[src/rtl/hram_arb.sv]
// hram_arb: two-port arbiter sharing one octal PSRAM controller port.
// Registers the winning request, sequences the handshake, watchdogs hangs.
module hram_arb #(
    parameter int          ROUND_ROBIN    = 1,
    parameter int          TIMEOUT_CYCLES = 4096,
    parameter logic [31:0] ERR_DATA       = 32'hFFFF_FFFF
) (
    input  logic        clk,
    input  logic        reset,
    input  logic        p0_valid,
    output logic        p0_ready,
    input  logic [31:0] p0_addr,
    input  logic [31:0] p0_wdata,
    input  logic [3:0]  p0_wstrb,
    output logic [31:0] p0_rdata,
    input  logic        p1_valid,
    output logic        p1_ready,
    input  logic [31:0] p1_addr,
    input  logic [31:0] p1_wdata,
    input  logic [3:0]  p1_wstrb,
    output logic [31:0] p1_rdata,
    output logic        mem_valid,
    input  logic        mem_ready,
    output logic [31:0] mem_addr,
    output logic [31:0] mem_wdata,
    output logic [3:0]  mem_wstrb,
    input  logic [31:0] mem_rdata,
    output logic        grant,
    output logic        busy,
    output logic        fault
);

    localparam int WD_W = (TIMEOUT_CYCLES > 0) ? $clog2(TIMEOUT_CYCLES + 1) : 1;
    localparam logic [WD_W-1:0] WD_LAST = WD_W'(TIMEOUT_CYCLES - 1);

    localparam logic [1:0] IDLE   = 2'd0;
    localparam logic [1:0] REQ    = 2'd1;
    localparam logic [1:0] DRAIN  = 2'd2;
    localparam logic [1:0] ERRACK = 2'd3;

    logic [1:0]      state;
    logic [WD_W-1:0] wd;
    logic            pick;
    logic            wd_expired;
    logic            done;
    logic [31:0]     done_data;

    assign busy       = (state != IDLE);
    assign wd_expired = (TIMEOUT_CYCLES != 0) && (wd == WD_LAST);

    // Choose the port to serve: lone requester wins, contention by policy
    always_comb begin
        pick = 1'b0;
        if (p0_valid && p1_valid)
            pick = (ROUND_ROBIN != 0) ? !grant : 1'b0;
        else if (p1_valid)
            pick = 1'b1;
    end

    // Completion this cycle and the data returned to the granted port
    always_comb begin
        done      = 1'b0;
        done_data = ERR_DATA;
        if (state == REQ) begin
            done = mem_ready || wd_expired;
            if (mem_ready)
                done_data = mem_rdata;
        end else if (state == ERRACK) begin
            done = 1'b1;
        end
    end

    // Arbiter FSM, payload register, watchdog and requester responses
    always_ff @(posedge clk) begin
        if (reset) begin
            state     <= IDLE;
            mem_valid <= 1'b0;
            mem_addr  <= '0;
            mem_wdata <= '0;
            mem_wstrb <= '0;
            p0_ready  <= 1'b0;
            p1_ready  <= 1'b0;
            p0_rdata  <= '0;
            p1_rdata  <= '0;
            grant     <= 1'b1;
            fault     <= 1'b0;
            wd        <= '0;
        end else begin
            p0_ready <= 1'b0;
            p1_ready <= 1'b0;
            if (done) begin
                if (grant) begin
                    p1_ready <= 1'b1;
                    p1_rdata <= done_data;
                end else begin
                    p0_ready <= 1'b1;
                    p0_rdata <= done_data;
                end
            end
            case (state)
                IDLE: begin
                    if (p0_valid || p1_valid) begin
                        grant     <= pick;
                        mem_addr  <= pick ? p1_addr  : p0_addr;
                        mem_wdata <= pick ? p1_wdata : p0_wdata;
                        mem_wstrb <= pick ? p1_wstrb : p0_wstrb;
                        if (fault) begin
                            state <= ERRACK;
                        end else begin
                            state     <= REQ;
                            mem_valid <= 1'b1;
                        end
                    end
                end
                REQ: begin
                    if (mem_ready) begin
                        mem_valid <= 1'b0;
                        wd        <= '0;
                        state     <= DRAIN;
                    end else if (wd_expired) begin
                        fault     <= 1'b1;
                        mem_valid <= 1'b0;
                        wd        <= '0;
                        state     <= DRAIN;
                    end else begin
                        wd <= wd + 1'b1;
                    end
                end
                DRAIN: begin
                    if (!mem_ready)
                        state <= IDLE;
                end
                ERRACK: begin
                    state <= DRAIN;
                end
                default: begin
                    state <= IDLE;
                end
            endcase
        end
    end

endmodule

[config.mk]
export PLATFORM = sky130hd
export DESIGN_NAME = hram_arb
export DESIGN_NICKNAME = d
export VERILOG_FILES = /design/src/rtl/hram_arb.sv
export SDC_FILE = /design/constraint.sdc
export NUM_CORES = 1
export LEC_CHECK = 0
export CAP_MARGIN = 20
export CORE_MARGIN = 4
export CORE_UTILIZATION = 46
export CTS_CLUSTER_DIAMETER = 200
export DETAILED_ROUTE_END_ITERATION = 10
export PLACE_DENSITY = 0.93
export SYNTH_ARGS = -nofsm -noshare
export SYNTH_HDL_FRONTEND = slang
export SYNTH_SLANG_ARGS = --single-unit
export TNS_END_PERCENT = 5
[constraint.sdc]
create_clock -name clk -period 3.81 [get_ports clk]
set_clock_uncertainty 0.15 [all_clocks]
set_input_delay 0.5715 -clock clk [delete_from_list [all_inputs] [get_ports clk]]
set_output_delay 0.5715 -clock clk [all_outputs]
set_load 0.05 [all_outputs]
==> metrics.yaml, run 1 <==
status: "completed"
root_buffer: "clkbuf_16"
wl_per_cell_um: 18.5
die_height_um: 131
yosys.cell_types.count: 54
cts_max_path_buffers: 2
period_needed_ns: 2.77
hold_class: "flip-flop to flip-flop"
endpoint_kind: "primary output"
die_area_sq_um: 17300
port_buffers: 310
postSynthCellCount: 674
worst_slack_ns: 1.04
antenna_found_initial: 2
worst-path-max-fanout: 9
drtIter0Drc: 250
synth_nets: 848
cts_htree_levels: 4
finalMaxSlewViolations: 0
vias: 6118
yosysMostFrequentCell: "dfxtp_1"
arrival_ns: 2.05
slew_headroom_pct: 30.8
syn-cell-area_sq_um: 7000
cts_buffers: 17
yosys_warnings: 0
whs_ns: 0.307
die_w_um: 131
fp-row-count: 44
n_fill_cell: 1009
area_growth_syn_to_layout_pct: 51.8
first_global_vias: 6090
cts.repair.resized: 0
dpl.hpwl_mm: 15.4
stdcell_count: 1155
yosys.area.top_type_share_pct: 43.5
wirelength_mm: 21.3
start_util_pct: 47.6
async_flop_share_pct: 0
overflow: 0
worstMarginPinSlew_ns: 1.04
synthFlopType: "dfxtp_1"
grt_max_degree: 138
ctsHoldBuffers: 0
placed_cells: 1121
critical_path_class: "flip-flop to primary output"
drc_errors: 0
fmax_ghz: 0.361
synth_edf_count: 0
clk_pin_slew_worst_paths_ns: 0.06
pre_cts_slack_ns: 1.11
ys_top_cells_by_area: "dfxtp_1, a221oi_2, mux2i_1, a211oi_1, nor2_1"
fin_nets: 1130
setup_viol: 0
leakage_nw: 3.84
synth-seq-area-share_pct: 43.5
rsz0062_at_grt: "no"
yosys.area.top_type: "dfxtp_1"
ir_drop_v: 0.000329
grt_pass1_wl_mm: 33.2
power.density_nw_per_um2: 490
drt-pass1-iter-count: 4
coreArea_sq_um: 14700
cp-start-kind: "flip-flop"
synth_area_per_cell_sq_um: 10.4
hold_viol: 0
track_usage_pct: 23.9
setup_tns_ns: 0
clock_latency_ns: 0.41
cts_tree: "done"
fin_crit_sh_pct: 72.7
io-pin-count: 311
ant_nets: 0
ys_ff_latch: 152
viasPerCell: 5.30
required_ns: 3.09
synth_common_cells: "dfxtp_1, nor2_1, inv_1"
gp_congestion: 0.850
post_cts_buffers: 0
cts_sinks: 152
maxCapViolCount: 0
drive_above_1_share_pct: 15.0
worst max-delay path: stages (launching register included):
cell and delay, ns:
dfxtp_1 0.59, nor2_1 0.15, inv_1 0.08, clkdlybuf4s50_1 0.82
worst paths after layout:
check	start	to	slack (ns)	cells past startpoint
setup / recovery	state[1]$_SDFFE_PP0P_	busy	1.04	3
hold / removal	p1_rdata[22]$_SDFFE_PP0P_	p1_rdata[22]$_SDFFE_PP0P_	0.31	2
setup reg to reg	wd[0]$_SDFFE_PP0N_	p1_rdata[5]$_SDFFE_PP0P_	1.27	5
hold reg to reg	p1_rdata[22]$_SDFFE_PP0P_	p1_rdata[22]$_SDFFE_PP0P_	0.31	2
routing by layer:
metal	wire length, um	vias to the layer above	GRT usage, %
met1	8590	2853	27.6
met3	1890	33	9.33
met5	0	-	0
met4	610	0	9.86
li1	-	2994	-
met2	10200	238	39.9
layout by cell type, fill, tap and decap left out, types with 3 or more instances in the layout:
cell type / instances
nand2_1: 10
nand3_1: 6
a211oi_1: 68
dfxtp_1: 152
o21ai_0: 6
buf_4: 7
nor3_1: 7
nor2_1: 78
and2b_2: 26
a21oi_1: 10
a221oi_1: 4
inv_6: 3
clkdlybuf4s50_1: 309
buf_12: 3
and2b_1: 4
a221oi_2: 60
nor2b_1: 4
mux2i_1: 68
nand4_1: 4
inv_1: 69
a31oi_1: 3
clkinv_4: 4
clkbuf_16: 17
flip-flops by register name, indices dropped and copies added, names as in the netlist:
signal / flops
grant: 1
p0_ready: 1
state: 2
mem_addr: 32
p1_rdata: 32
mem_valid: 1
mem_wstrb: 4
p1_ready: 1
fault: 1
mem_wdata: 32
wd: 13
p0_rdata: 32
per-stage QoR:
stage | instance area, sq um | util (%) | total power, mW
finish | 10600 | 72.3 | 5.21
global route | 10600 | 72.3 | 5.40
CTS | 10600 | 72.3 | 5.24
detailed placement | 10000 | 68.2 | 3.52
global placement | 10000 | 68.2 | 3.50
floorplan | 7000 | - | 2.94
cell type report:
cell class / count / area [sq um] / area share, %
antenna: 2 / 5.00 / 0.0471
clock buffer: 18 / 439 / 4.13
clock inverter: 14 / 164 / 1.54
inverter: 69 / 259 / 2.44
multi-input combinational: 396 / 3270 / 30.8
sequential: 152 / 3040 / 28.6
tap: 184 / 230 / 2.17
timing repair buffer: 320 / 3220 / 30.3
logic make-up (layout without fill, tap and decap cells):
family / Yosys count / after routing / synth area share [%]
buffers and inverters: 126 / 421 / 10.2
XOR/XNOR: 2 / 2 / 0.250
flip-flops: 152 / 152 / 43.5
multiplexers: 68 / 68 / 9.72
other: 0 / 2 / 0
adder cells (fa/ha/maj): 1 / 1 / 0.179
AO/OA/AOI/OAI: 161 / 161 / 23.4
AND/OR/NAND/NOR: 164 / 164 / 12.7
power breakdown:
group	total (mW)	switching [mW]	internal, mW	leakage (nW)
logic	1.65	1.01	0.638	2.29
registers	1.85	0.0931	1.75	1.25
clock network	1.71	0.709	1.00	0.291
Note: power is estimated with default switching activity, not from simulation.
==> inputs of run 2 (changes only) <==
--- a/config.mk
+++ b/config.mk
@@ -7,10 +7,10 @@
 export LEC_CHECK = 0
 export CAP_MARGIN = 20
 export CORE_MARGIN = 4
-export CORE_UTILIZATION = 46
+export CORE_UTILIZATION = 42
 export CTS_CLUSTER_DIAMETER = 200
 export DETAILED_ROUTE_END_ITERATION = 10
-export PLACE_DENSITY = 0.93
+export PLACE_DENSITY = 0.86
 export SYNTH_ARGS = -nofsm -noshare
 export SYNTH_HDL_FRONTEND = slang
 export SYNTH_SLANG_ARGS = --single-unit
==> constraint.sdc (replaced) <==
create_clock -name clk -period 2.6 [get_ports clk]
set_clock_uncertainty 0.15 [all_clocks]
set_input_delay 0.39 -clock clk [delete_from_list [all_inputs] [get_ports clk]]
set_output_delay 0.39 -clock clk [all_outputs]
set_load 0.05 [all_outputs]
==> metrics.yaml, run 2 (synthesis results as in run 1) <==
fin_util_pct: 66.5
vias: 6124
grt_pass1_wl_mm: 32.5
cts.repair.resized: 0
cts_max_path_buffers: 2
die_w_um: 137
worst_slack_ns: 0.132
critical_path_class: "flip-flop to flip-flop"
ir_drop_v: 0.000502
period_needed_ns: 2.47
required_ns: 2.77
post_cts_buffers: 0
layout_commonest_cell: "clkdlybuf4s50_1"
multiInputGateArea_sq_um: 3270
track_usage_pct: 22.1
status: "completed"
whs_ns: 0.235
first_global_vias: 6125
cp-start-kind: "flip-flop"
worstHoldPathCells: 2
layout_common_cells: "clkdlybuf4s50_1, dfxtp_1, nor2_1"
io-pin-count: 311
drt-pass1-iter-count: 6
rsz0062_at_grt: "no"
coreArea_sq_um: 16100
leakage_nw: 3.87
die_height_um: 137
power.density_nw_per_um2: 692
dpl.hpwl_mm: 15.8
viasPerCell: 5.14
cts_sinks: 152
cts_buffers: 17
hold_viol: 0
maxCapViolCount: 0
finalMaxSlewViolations: 0
start_util_pct: 43.4
root_buffer: "clkbuf_16"
cts_htree_levels: 4
setup_viol: 0
endpoint_kind: "flip-flop"
dr_wl_met2_mm: 10.1
clk_pin_slew_worst_paths_ns: 0.06
fp-row-count: 46
place_area_sq_um: 10200
fin_nets: 1137
drtIter0Drc: 170
slew_headroom_pct: 60.3
worstMarginPinSlew_ns: 0.594
wirelength_mm: 21.5
n_fill_cell: 1256
diodes: 0
area_growth_syn_to_layout_pct: 53.0
cts_tree: "done"
crit_chain: "ha_1 -> nand3_2 -> or4_4 -> a21o_4 -> a221oi_2"
clock_latency_ns: 0.41
overflow: 0
grt_max_degree: 84
r2r_cells: 5
wirelength_met1_mm: 8.70
wl_per_cell_um: 18.0
drc_errors: 0
fin_crit_sh_pct: 94.9
arrival_ns: 2.64
final_area_sq_um: 10700
drive_above_1_share_pct: 15.4
ctsHoldBuffers: 0
cpMaxStageDelayCell: "or4_4"
die_area_sq_um: 18800
worst-path-max-fanout: 32
ant_nets: 0
port_buffers: 310
pre_cts_slack_ns: 0.165
antenna_found_initial: 1
seqCellArea_sq_um: 3040
fmax_ghz: 0.405
stdcell_count: 1192
placed_cells: 1160
p_total_mw: 7.42
crit_path_max_incr_delay_ns: 0.63
wl_met3_mm: 2.15
setup_tns_ns: 0
gp_congestion: 0.874
top_layer_used: "met5"
hold_class: "input pin to flip-flop"
run 2: cell type report:
cell class,count,area share [%]
timing repair buffer,327,31.1
tap,216,2.52
clock inverter,11,0.689
sequential,152,28.4
multi-input combinational,396,30.5
inverter,69,2.42
clock buffer,21,4.30
run 2: power breakdown:
part / total [mW] / switching, mW / leakage [nW] / internal (mW)
logic: 2.46 / 1.49 / 2.36 / 0.972
clock network: 2.24 / 0.976 / 0.259 / 1.27
registers: 2.71 / 0.138 / 1.25 / 2.57
total: 7.42 / 2.60 / 3.87 / 4.81
run 2: metal layers:
layer | vias to the layer above | global-route usage (%)
met5 | - | 0
met1 | 2824 | 26.7
met4 | 2 | 7.37
met2 | 250 | 36.2
met3 | 34 | 8.42
li1 | 3014 | -
run 2: worst max-delay path: cells and delay by family (launching register included):
kind	cells	cell delay, ns
compound gates	2	0.80
fa+ha+maj	1	0.24
flops	1	0.38
simple gates	2	0.78
run 2: worst paths after layout:
check                                 start                        end  slack, ns
setup / recovery         wd[0]$_SDFFE_PP0N_  p0_rdata[19]$_SDFFE_PP0P_       0.13
hold / removal                        reset      state[0]$_SDFFE_PP0P_       0.24
setup reg to reg         wd[0]$_SDFFE_PP0N_  p0_rdata[19]$_SDFFE_PP0P_       0.13
hold reg to reg   p0_rdata[10]$_SDFFE_PP0P_  p0_rdata[10]$_SDFFE_PP0P_       0.31
